==> src/rtl/serial_bus_pkg.sv <==
// Shared types and defaults for the serial address decoder.
//   dec_state_e   : decoder FSM states (ADDR = collecting address bits,
//                   DATA_HOLD = a target is selected for one data frame)
//   DEF_TGT_BASE  : default 3-target base map, index 0 in the LSBs
//   DEF_TGT_MASK  : default 3-target compare masks (1 = bit compared)
//   addr_match()  : window compare; callers zero-extend to MATCH_W bits
package serial_bus_pkg;

  typedef enum logic {
    ADDR      = 1'b0,
    DATA_HOLD = 1'b1
  } dec_state_e;

  localparam int MATCH_W = 32;

  localparam logic [2:0][15:0] DEF_TGT_BASE = {16'h8000, 16'h4000, 16'h0000};
  localparam logic [2:0][15:0] DEF_TGT_MASK = {16'hF000, 16'hC000, 16'hF800};

  function automatic logic addr_match(input logic [MATCH_W-1:0] addr,
                                      input logic [MATCH_W-1:0] base,
                                      input logic [MATCH_W-1:0] mask);
    return (addr & mask) == base;
  endfunction

endpackage

==> src/rtl/serial_addr_decoder_n.sv <==
// Serial address decoder with N_TGT base/mask windows.
// Shifts in an LSB-first address, picks the lowest-index matching window and
// holds a one-hot select for one DATA_W-bit data frame.
//
// Ports:
//   clk, rst           : clock, synchronous active-high reset
//   bus_data_in        : serial bit
//   bus_data_in_valid  : bit qualifier
//   bus_mode           : 1 = data phase, 0 = address phase
//   split              : split target replying; forces select to SPLIT_TGT
//   tgt_valid [N_TGT]  : one-hot target enable
//   sel [SEL_W]        : encoded index of the selected target
//   decode_err         : one-cycle pulse when a full address hits no window
//   busy               : high while a target is held
//   dbg_state          : current FSM state (0 = ADDR, 1 = DATA_HOLD)
//
// Transfer semantics: there is no back-pressure. A bit is consumed on every
// rising clk edge where bus_data_in_valid is 1; bus_data_in and bus_mode are
// only meaningful in that cycle. With valid low nothing advances.
module serial_addr_decoder_n
  import serial_bus_pkg::*;
#(
  parameter int ADDR_W = 16,
  parameter int DATA_W = 8,
  parameter int N_TGT  = 3,
  parameter logic [N_TGT-1:0][ADDR_W-1:0] TGT_BASE = DEF_TGT_BASE,
  parameter logic [N_TGT-1:0][ADDR_W-1:0] TGT_MASK = DEF_TGT_MASK,
  parameter int SPLIT_TGT = 2,
  localparam int SEL_W = $clog2(N_TGT)
) (
  input  logic             clk,
  input  logic             rst,
  input  logic             bus_data_in,
  input  logic             bus_data_in_valid,
  input  logic             bus_mode,
  input  logic             split,
  output logic [N_TGT-1:0] tgt_valid,
  output logic [SEL_W-1:0] sel,
  output logic             decode_err,
  output logic             busy,
  output logic             dbg_state
);

  localparam int ACNT_W = $clog2(ADDR_W + 1);
  localparam int DCNT_W = $clog2(DATA_W + 1);
  localparam int AIDX_W = $clog2(ADDR_W);

  dec_state_e        state, state_next;
  logic [ACNT_W-1:0] addr_cnt, addr_cnt_next;
  logic [DCNT_W-1:0] data_cnt, data_cnt_next;
  logic [ADDR_W-1:0] shift_q, shift_next;
  logic [N_TGT-1:0]  held_oh, held_oh_next;
  logic [SEL_W-1:0]  held_sel, held_sel_next;
  logic              decode_err_next;

  logic [ADDR_W-1:0] addr_full;
  logic [N_TGT-1:0]  win_hit;
  logic [SEL_W-1:0]  hit_sel;
  logic              hit_any;
  logic              last_addr_bit;
  logic              last_data_bit;

  // Address including the bit arriving this cycle, so the final compare
  // happens in the same cycle as the last bit.
  always_comb begin
    addr_full = shift_q;
    addr_full[addr_cnt[AIDX_W-1:0]] = bus_data_in;
  end

  for (genvar i = 0; i < N_TGT; i++) begin : g_win
    assign win_hit[i] = addr_match(MATCH_W'(addr_full),
                                   MATCH_W'(TGT_BASE[i]),
                                   MATCH_W'(TGT_MASK[i]));
  end

  // Scan from the top down so the lowest matching index ends up in hit_sel.
  always_comb begin
    hit_any = |win_hit;
    hit_sel = '0;
    for (int i = N_TGT - 1; i >= 0; i--) begin
      if (win_hit[i]) hit_sel = SEL_W'(i);
    end
  end

  assign last_addr_bit = (addr_cnt == ACNT_W'(ADDR_W - 1));
  assign last_data_bit = (data_cnt == DCNT_W'(DATA_W - 1));

  always_comb begin
    state_next      = state;
    addr_cnt_next   = addr_cnt;
    data_cnt_next   = data_cnt;
    shift_next      = shift_q;
    held_oh_next    = held_oh;
    held_sel_next   = held_sel;
    decode_err_next = 1'b0;

    case (state)
      ADDR: begin
        if (bus_data_in_valid && !bus_mode) begin
          if (last_addr_bit) begin
            addr_cnt_next = '0;
            shift_next    = '0;
            if (hit_any) begin
              state_next    = DATA_HOLD;
              held_oh_next  = N_TGT'(1) << hit_sel;
              held_sel_next = hit_sel;
              data_cnt_next = '0;
            end else begin
              decode_err_next = 1'b1;
            end
          end else begin
            shift_next    = addr_full;
            addr_cnt_next = addr_cnt + ACNT_W'(1);
          end
        end else if (bus_data_in_valid && bus_mode && addr_cnt != '0) begin
          // Data-phase bit arrived mid-address: drop the partial address.
          addr_cnt_next = '0;
          shift_next    = '0;
        end
      end

      DATA_HOLD: begin
        if (bus_data_in_valid) begin
          if (bus_mode) begin
            if (last_data_bit) begin
              state_next    = ADDR;
              held_oh_next  = '0;
              held_sel_next = '0;
              data_cnt_next = '0;
            end else begin
              data_cnt_next = data_cnt + DCNT_W'(1);
            end
          end else begin
            // Address bits while held restart the frame count only.
            data_cnt_next = '0;
          end
        end
      end

      default: state_next = ADDR;
    endcase
  end

  always_ff @(posedge clk) begin
    if (rst) begin
      state      <= ADDR;
      addr_cnt   <= '0;
      data_cnt   <= '0;
      shift_q    <= '0;
      held_oh    <= '0;
      held_sel   <= '0;
      decode_err <= 1'b0;
    end else begin
      state      <= state_next;
      addr_cnt   <= addr_cnt_next;
      data_cnt   <= data_cnt_next;
      shift_q    <= shift_next;
      held_oh    <= held_oh_next;
      held_sel   <= held_sel_next;
      decode_err <= decode_err_next;
    end
  end

  // Split override is combinational and independent of the FSM.
  assign tgt_valid = split ? (N_TGT'(1) << SPLIT_TGT) : held_oh;
  assign sel       = split ? SEL_W'(SPLIT_TGT) : held_sel;
  assign busy      = (state == DATA_HOLD);
  assign dbg_state = state;

endmodule

==> config.mk <==
export PLATFORM = sky130hd
export DESIGN_NAME = serial_addr_decoder_n
export DESIGN_NICKNAME = d
export VERILOG_FILES = /design/src/rtl/serial_bus_pkg.sv /design/src/rtl/serial_addr_decoder_n.sv
export SDC_FILE = /design/constraint.sdc
export NUM_CORES = 1
export LEC_CHECK = 0
export CELL_PAD_IN_SITES_DETAIL_PLACEMENT = 2
export CELL_PAD_IN_SITES_GLOBAL_PLACEMENT = 2
export CORE_MARGIN = 5
export CORE_UTILIZATION = 33
export DETAILED_ROUTE_END_ITERATION = 12
export MAX_ROUTING_LAYER = met4
export PLACE_DENSITY = 0.88
export SYNTH_ARGS = -nofsm -noshare
export SYNTH_HDL_FRONTEND = slang
export SYNTH_SLANG_ARGS = --single-unit
==> constraint.sdc <==
create_clock -name clk -period 2.8 [get_ports clk]
set_clock_uncertainty 0.2 [all_clocks]
set_input_delay 0.84 -clock clk [delete_from_list [all_inputs] [get_ports clk]]
set_output_delay 0.84 -clock clk [all_outputs]
set_load 0.03 [all_outputs]
==> results.tsv, run 1 <==
metric	value	unit
status	completed	
post-layout minimum cycle time	2.70	ns
Root Buffer	clkbuf_8	
Initial Util	0.341	
global-route wire length before repair	6520	um
clock buffers created by TritonCTS	3	
Arr. time, crit path	1.66	ns
Bufs and invs on worst path	1	
Final Hold Fails	0	
maximum fanout along the worst path	14	
Crit-path slowest cell	clkdlybuf4s50_1	
H-Tree Depth	1	
max incr delay on CP	0.77	ns
HP Class	register to register	
routed len/inst	17.5	um
total number of vias	1212	
placed cell area	1460	um^2
cell breakdown of the critical path	clkdlybuf4s50_1	
Post-Place Cells	213	
Chip Width	71.5	um
ANT cells	0	
Finished Layout Cells	217	
family with the most delay on the worst path	buffers and inverters	
layout cells sized above 1	0.166	
Routed Antenna Nets	0	
Post-DP HPWL	2840	um
clock-pin slew on the worst setup and hold paths	0.08	ns
synthesized flop and latch total	21	
worst endpoint required time	1.76	ns
worst skew pair latency	0.26	ns
clk sinks	21	
Final Util	0.409	
vias in the first global route	1292	
DR DRC count	0	
final non-filler cell area	1500	um^2
1st-pass router iterations	4	
Max IR drop VDD	0.127	mV
Overall Global Routing Usage	0.163	
Worst setup SP type	register	
Tcrit/Tclk final	0.966	
initial antenna violation count	0	
commonest cells after routing, fill and taps aside	nor2_1, dfxtp_1, nand3_1	
Seq/Total Area, Yosys	0.336	
Worst slew margin	0.674	
# rows	22	
post-synth cell types	44	
routability cong.	0.847	
TritonCTS clock tree	built	
Syn Area/Cell	8.33	um^2
Fmax	0.370	GHz
worst-margin pin slew	0.488	ns
Slew Limit Fails	0	
port bufs	13	
WS Path Type	register to primary output	
global route overflow	0	
Syn Inst Count	150	
Crit. End Element	primary output	
# setup viols final	0	
RSZ-0062 raised after global routing	false	
cts repair resizes	12	
power per cell area	376	nW/um^2
drt initial violations	63	
DR vias/cell	5.59	
Cell Area, Synth	1250	um^2
fin nets	181	
max cap viols	0	
CTS max path bufs	2	
buffers inserted by post-CTS timing repair	0	
Placement Setup Slack	-0.426	ns
CTS Hold Bufs	0	
io pins	14	
die area	5120	um^2
worst setup margin	0.0956	ns
commonest non-fill, non-tap cell in the layout	nor2_1	
yosys warns	0	
post-synth net total	161	
largest net degree at the start of global routing	17	
P&R area growth vs syn	19.8	%
Total Wirelength	3790	um
LEAKAGE	0.572	nW
Tot Pwr	0.563	mW
core area	3660	um^2
worst hold slack	0.251	ns
Fin Setup TNS	0	ns
die height	71.5	um
layer usage:
metal | up-vias | GRT usage | wire (um)
met1 | 611 | 0.201 | 1710
met2 | 16 | 0.282 | 1990
met3 | 4 | 0.0168 | 61
met5 | - | - | 0
met4 | 0 | 0.0438 | 32
li1 | 581 | - | -
sequential cells by signal (all words and copies together), names as in the netlist:
| signal | cells |
|---|---|
| held_sel | 2 |
| shift_q | 5 |
| addr_cnt | 5 |
| data_cnt | 4 |
| busy | 1 |
| held_oh | 3 |
| decode_err | 1 |
cell families after synthesis:
kind of cell	after synthesis	share of synthesized area
simple gates	76	0.325
compound gates	30	0.187
flops	21	0.336
buf+inv	12	0.0460
mux	6	0.0551
fa+ha+maj	5	0.0501
cell usage after synthesis, drive strengths merged:
| cell | count | area, um^2 |
|---|---|---|
| nand3 | 14 | 70.1 |
| nor2b | 3 | 18.8 |
| nor2 | 23 | 88.8 |
| a2111oi | 1 | 27.5 |
| or4 | 1 | 7.51 |
| nor3 | 8 | 40.0 |
| a31oi | 1 | 6.26 |
| or3b | 1 | 11.3 |
| mux2i | 5 | 57.6 |
| a211oi | 1 | 7.51 |
| a32o | 1 | 10.0 |
| a22oi | 2 | 15.0 |
| clkinv | 1 | 3.75 |
| buf | 4 | 27.5 |
| o2111ai | 2 | 23.8 |
| o21bai | 1 | 18.8 |
| a21o | 2 | 15.0 |
| o21ai | 4 | 20.0 |
| dfxtp | 21 | 420 |
| or3 | 2 | 12.5 |
| and3b | 2 | 17.5 |
| o311ai | 1 | 8.76 |
| a21oi | 10 | 50.1 |
| nand2b | 1 | 6.26 |
| o22ai | 2 | 12.5 |
| ha | 5 | 62.6 |
| nor3b | 3 | 22.5 |
| clkbuf | 3 | 11.3 |
| nand4 | 2 | 12.5 |
| o2bb2ai | 1 | 8.76 |
| inv | 4 | 15.0 |
| nand3b | 5 | 37.5 |
| mux2 | 1 | 11.3 |
| and3 | 1 | 11.3 |
| o32a | 1 | 10.0 |
| and2 | 1 | 6.26 |
| nand4b | 1 | 8.76 |
| nand2 | 6 | 22.5 |
| or2 | 2 | 12.5 |
path summary, 6_finish.rpt:
kind / from / endpoint / slack, ns / depth (start not counted)
max reg2reg: addr_cnt[0] / held_sel[0] / 0.56 / 7
max: busy / dbg_state / 0.1 / 1
min reg2reg: held_oh[2] / held_oh[2] / 0.25 / 1
min: held_oh[2] / held_oh[2] / 0.25 / 1
final cells by class:
type | count | area (um^2)
clock buffers | 4 | 45.0
fillers | 413 | 2160
multi-input cells | 117 | 772
flip-flops and latches | 21 | 420
well taps | 48 | 60.1
inverters | 5 | 18.8
repair buffers | 22 | 181
power by group:
part | switching (mW) | total [mW] | internal (mW) | leakage [nW]
clock network | 0.104 | 0.205 | 0.101 | 0.0228
registers | 0.00254 | 0.303 | 0.300 | 0.169
logic | 0.0324 | 0.0552 | 0.0229 | 0.380
total | 0.138 | 0.563 | 0.424 | 0.572
Power figures use the tool's default switching activity.
==> inputs of run 2 (changes only) <==
PLACE_DENSITY = not set   (was 0.88)
PLACE_DENSITY_LB_ADDON = 0.1   (was not set)
==> run 2 against run 1 <==
  * Final cell count down 0.92%
  * Largest cell class unchanged
  * Largest power group unchanged
  * Critical endpoint is now sel[1]
  * Sequential cell count unchanged
  * Setup slack worse by 0.052 ns
  * Critical path depth up 2
  * Register-to-register slack worse by 0.03 ns
  * Die area unchanged
  * Sequential share of layout area up 0.24 points
  * Count of clock-buffer cells in the layout down 1
==> results.tsv, run 2 (synthesis gave the netlist of run 1 again) <==
metric	value	unit	change
worst skew pair latency	0.27	ns	was 0.26 ns
part of the power in the clock network	0.371		was 0.364
Root Buffer	clkbuf_8		unchanged
part of the power in registers	0.537		was 0.538
Chip Width	71.5	um	unchanged
ANT cells	0		unchanged
DR vias/cell	5.38		was 5.59
CTS max path bufs	2		unchanged
Arr. time, crit path	1.72	ns	was 1.66 ns
worst hold slack	0.255	ns	was 0.251 ns
die height	71.5	um	unchanged
DR DRC count	0		unchanged
Slew Limit Fails	0		unchanged
Switch Pwr	0.143	mW	was 0.138 mW
total number of vias	1157		was 1212
Largest regs	addr_cnt: 5 flops, shift_q: 5 flops, data_cnt: 4 flops		unchanged
reg2reg start	addr_cnt[0]		unchanged
clk sinks	21		unchanged
die area	5120	um^2	unchanged
RSZ-0062 raised after global routing	false		unchanged
Initial Util	0.341		unchanged
LEAKAGE	0.563	nW	was 0.572 nW
fin nets	179		was 181
worst setup margin	0.0435	ns	was 0.0956 ns
1st-pass router iterations	4		unchanged
port bufs	13		unchanged
io pins	14		unchanged
Tot Pwr	0.563	mW	about the same
Routed Antenna Nets	0		unchanged
worst-margin pin slew	0.464	ns	was 0.488 ns
largest net degree at the start of global routing	17		unchanged
CTS Hold Bufs	0		unchanged
maximum fanout along the worst path	3		was 14
final non-filler cell area	1490	um^2	was 1500 um^2
Overall Global Routing Usage	0.162		was 0.163
Reg2Reg Depth	7		unchanged
# rows	22		unchanged
r2r endpoint	held_oh[1]		was held_sel[0]
WHS Endpoint	held_oh[2]		unchanged
routed len/inst	16.7	um	was 17.5 um
post-layout minimum cycle time	2.76	ns	was 2.70 ns
core area	3660	um^2	unchanged
worst endpoint required time	1.76	ns	about the same
Fin Setup TNS	0	ns	unchanged
HP Start	held_oh[2]		unchanged
Worst setup SP type	input port		was register
# setup viols final	0		unchanged
global-route wire length before repair	6290	um	was 6520 um
clock buffers created by TritonCTS	3		unchanged
TritonCTS clock tree	built		unchanged
commonest cells after routing, fill and taps aside	nor2_1, dfxtp_1, nand3_1		unchanged
power per cell area	379	nW/um^2	was 376 nW/um^2
P&R area growth vs syn	18.8	%	was 19.8%
Placement Setup Slack	-0.386	ns	was -0.426 ns
Crit. End Element	primary output		unchanged
Total Wirelength	3600	um	was 3790 um
initial antenna violation count	0		unchanged
Max IR drop VDD	0.128	mV	was 0.127 mV
H-Tree Depth	1		unchanged
WS Path Type	input port to primary output		was register to primary output
HP Class	register to register		unchanged
Pint	0.421	mW	was 0.424 mW
cts repair resizes	8		was 12
Fmax	0.363	GHz	was 0.370 GHz
global route overflow	0		unchanged
max cap viols	0		unchanged
routability cong.	0.746		was 0.847
Worst slew margin	0.690		was 0.674
worst hold stages	1		unchanged
status	completed		unchanged
layout cells sized above 1	0.168		was 0.166
sw frac	0.253		was 0.246
vias in the first global route	1255		was 1292
Post-DP HPWL	2710	um	was 2840 um
clock-pin slew on the worst setup and hold paths	0.09	ns	was 0.08 ns
placed cell area	1450	um^2	was 1460 um^2
R2R Setup Slk	0.53	ns	was 0.56 ns
commonest non-fill, non-tap cell in the layout	nor2_1		unchanged
Final Hold Fails	0		unchanged
combinational share of power	0.092		was 0.098
drt initial violations	44		was 63
buffers inserted by post-CTS timing repair	0		unchanged
Tcrit/Tclk final	0.984		was 0.966
==> run 2: worst max-delay path by stage <==
stage	startpoint	to	slack [ns]	cells after the start
3_5_place_dp	split	sel[1]	-0.39	3
3_3_place_gp	split	tgt_valid[2]	-0.37	3
2_1_floorplan	bus_mode	held_oh[1]	0.43	6
4_1_cts	split	sel[1]	-0.07	3
6_report	split	sel[1]	0.04	3
5_1_grt	split	sel[1]	0.003	3
==> run 2: worst max-delay path, cell delays in order <==
cell,delay (ns)
clkdlybuf4s50_1,0.42
or2_2,0.27
buf_2,0.18
==> run 2: power by group through the flow <==
stage | Combinational [mW] | Sequential (mW) | Clock (mW)
after floorplan | 0.0279 | 0.309 | 0
after global placement | 0.0524 | 0.309 | 0
after detailed placement | 0.0545 | 0.310 | 0
after CTS | 0.0537 | 0.303 | 0.215
after global routing | 0.0581 | 0.303 | 0.236
final | 0.0520 | 0.303 | 0.209
==> run 2: stage by stage <==
stage / cells / utilization
6_report: 215 / 0.406
4_1_cts: 215 / 0.407
5_1_grt: 215 / 0.406
2_1_floorplan: 150 / -
3_5_place_dp: 211 / 0.395
3_3_place_gp: 211 / 0.395
==> run 2: metal layers <==
metal	vias up	part of all wire	routed length (um)	track usage
met2	16	0.47	1700	0.270
li1	579	-	-	-
met3	4	0.024	86	0.0266
met5	-	0	0	-
met1	558	0.49	1750	0.195
met4	0	0.017	60	0.0626
==> run 2: final cells by class <==
class / instances / area (um^2)
Fill cell: 418 / 2180
Multi-Input combinational cell: 117 / 774
Sequential cell: 21 / 420
Timing Repair Buffer: 20 / 165
Tap cell: 48 / 60.1
Clock buffer: 3 / 41.3
Inverter: 5 / 18.8
Clock inverter: 1 / 5.00
==> inputs of run 3 (changes only) <==
REMOVE_ABC_BUFFERS = 1   (was not set)
==> run 3 against run 2 <==
  * Critical path depth increased by 3
  * Highest routed layer unchanged
  * Via count is 3.7% higher
  * Global-route usage fell by 0.28 points
  * Wire length grew 1.9%
  * Sequential share of layout area fell by 0.86 points
  * Core utilization increased by 1.3 points
  * Worst hold slack got worse by 0.0037 ns
  * Clock power about the same
==> results.tsv, run 3 (synthesis gave the netlist of run 1 again) <==
metric	value	unit	change
status	completed		unchanged
P&R area growth vs syn	22.5	%	was 18.8%
Slew Limit Fails	0		unchanged
Tcrit/Tclk final	0.902		was 0.984
Tot Pwr	0.564	mW	was 0.563 mW
TritonCTS clock tree	built		unchanged
maximum fanout along the worst path	4		was 3
vias in the first global route	1325		was 1255
# setup viols final	0		unchanged
Root Buffer	clkbuf_8		unchanged
Bufs and invs on worst path	1		was 2
Chip Width	71.5	um	unchanged
clk sinks	21		unchanged
global-route wire length before repair	6440	um	was 6290 um
routability cong.	0.824		was 0.746
CTS max path bufs	2		unchanged
ANT cells	0		unchanged
CTS Hold Bufs	0		unchanged
1st-pass router iterations	2		was 4
Post-Place Cells	217		was 211
Post-DP HPWL	2900	um	was 2710 um
Reg2Reg Depth	8		was 7
Crit. End Element	register		was primary output
max incr delay on CP	0.47	ns	was 0.42 ns
total number of vias	1200		was 1157
Crit-path slowest cell	clkdlybuf4s50_1		unchanged
Worst slew margin	0.707		was 0.690
Final Hold Fails	0		unchanged
global route overflow	0		unchanged
routed len/inst	16.6	um	was 16.7 um
layout cells sized above 1	0.191		was 0.168
power per cell area	368	nW/um^2	was 379 nW/um^2
max cap viols	0		unchanged
Finished Layout Cells	221		was 215
drt initial violations	17		was 44
reg2reg start	addr_cnt[0]		unchanged
LEAKAGE	0.598	nW	was 0.563 nW
Worst setup SP type	input port		unchanged
largest net degree at the start of global routing	17		unchanged
HP Class	register to register		unchanged
worst-margin pin slew	0.438	ns	was 0.464 ns
DR DRC count	0		unchanged
Final Util	0.418		was 0.406
family with the most delay on the worst path	simple AND/OR/NAND/NOR gates		was buffers and inverters
Overall Global Routing Usage	0.160		was 0.162
port bufs	13		unchanged
WS Path Type	input port to register		was input port to primary output
WHS Endpoint	held_oh[2]		unchanged
placed cell area	1490	um^2	was 1450 um^2
Max IR drop VDD	0.190	mV	was 0.128 mV
r2r endpoint	held_oh[0]		was held_oh[1]
HP Start	held_oh[2]		unchanged
commonest non-fill, non-tap cell in the layout	nor2_1		unchanged
post-layout minimum cycle time	2.53	ns	was 2.76 ns
core area	3660	um^2	unchanged
# rows	22		unchanged
worst endpoint required time	2.74	ns	was 1.76 ns
H-Tree Depth	1		unchanged
DR vias/cell	5.43		was 5.38
worst skew pair latency	0.27	ns	about the same
die height	71.5	um	unchanged
Routed Antenna Nets	0		unchanged
RSZ-0062 raised after global routing	false		unchanged
final non-filler cell area	1530	um^2	was 1490 um^2
Initial Util	0.341		unchanged
fin nets	185		was 179
initial antenna violation count	0		unchanged
clock-pin slew on the worst setup and hold paths	0.07	ns	was 0.09 ns
Largest regs	addr_cnt: 5 flops, shift_q: 5 flops, data_cnt: 4 flops		unchanged
io pins	14		unchanged
commonest cells after routing, fill and taps aside	nor2_1, dfxtp_1, buf_4		was nor2_1, dfxtp_1, nand3_1
Arr. time, crit path	2.47	ns	was 1.72 ns
clock buffers created by TritonCTS	3		unchanged
die area	5120	um^2	unchanged
worst hold stages	1		unchanged
cell breakdown of the critical path	clkdlybuf4s50_1 -> or3b_4 -> nor2_2 -> nor2_1 -> a2111oi_4 -> nor3_1		was clkdlybuf4s50_1 -> or2_2 -> buf_2
Total Wirelength	3670	um	was 3600 um
Fmax	0.396	GHz	was 0.363 GHz
R2R Setup Slk	0.60	ns	was 0.53 ns
Fin Setup TNS	0	ns	unchanged
-- run 3: cell types whose count changed in the layout (fill, tap and decap cells not counted), sizes merged --
cell / before / now
buf: 12 / 18
clkbuf: 3 / 4
clkdlybuf4s50: 8 / 7
clkinv: 2 / 1
dlymetal6s2s: 0 / 1
-- run 3: power by group --
part / leakage (nW) / total [mW] / internal, mW / switching, mW
clock: 0.0228 / 0.207 / 0.102 / 0.105
sequential: 0.169 / 0.302 / 0.300 / 0.00235
combinational: 0.406 / 0.0551 / 0.0228 / 0.0323
-- run 3: how the worst max path moves through the flow --
stage / from / cells after the start / to
finish: bus_mode / 6 / held_sel[0]
global route: bus_mode / 6 / held_oh[0]
CTS: split / 3 / tgt_valid[2]
detailed placement: split / 3 / tgt_valid[2]
global placement: split / 3 / tgt_valid[2]
floorplan: split / 1 / sel[0]
-- run 3: final cells by class --
class | count | area, um^2
fillers | 428 | 2130
multi-input cells | 117 | 774
flip-flops and latches | 21 | 420
repair buffers | 26 | 213
well taps | 48 | 60.1
clock buffers | 4 | 45.0
inverters | 5 | 18.8
-- run 3: per-stage QoR --
step	hold WS [ns]	worst slack (ns)
CTS	0.257	0.00667
global route	0.278	0.187
finish	0.251	0.274
floorplan	0.219	0.488
detailed placement	0.238	-0.413
global placement	0.236	-0.373
-- run 3: worst register-to-register path: stages (launching register included) --
cell and delay, ns:
dfxtp_1 0.43, inv_1 0.09, ha_1 0.22, nand3_1 0.13, mux2i_2 0.26, buf_4 0.16, nand2_1 0.12, o2111ai_1 0.27
o311ai_0 0.18
-- run 3: what timing repair did --
item | 4_1_cts | 5_1_grt
setup endpoints to repair | 2 | 5
setup buffers | 0 | 0
gates resized for setup | 10 | 2
-- run 3: layer usage --
layer  vias up  routed length, um  global-route usage
li1        591                  -                   -
met1       593               1670               0.189
met2        11               1870               0.284
met3         5                 79              0.0182
met4         0                 45              0.0438
met5         -                  0                   -
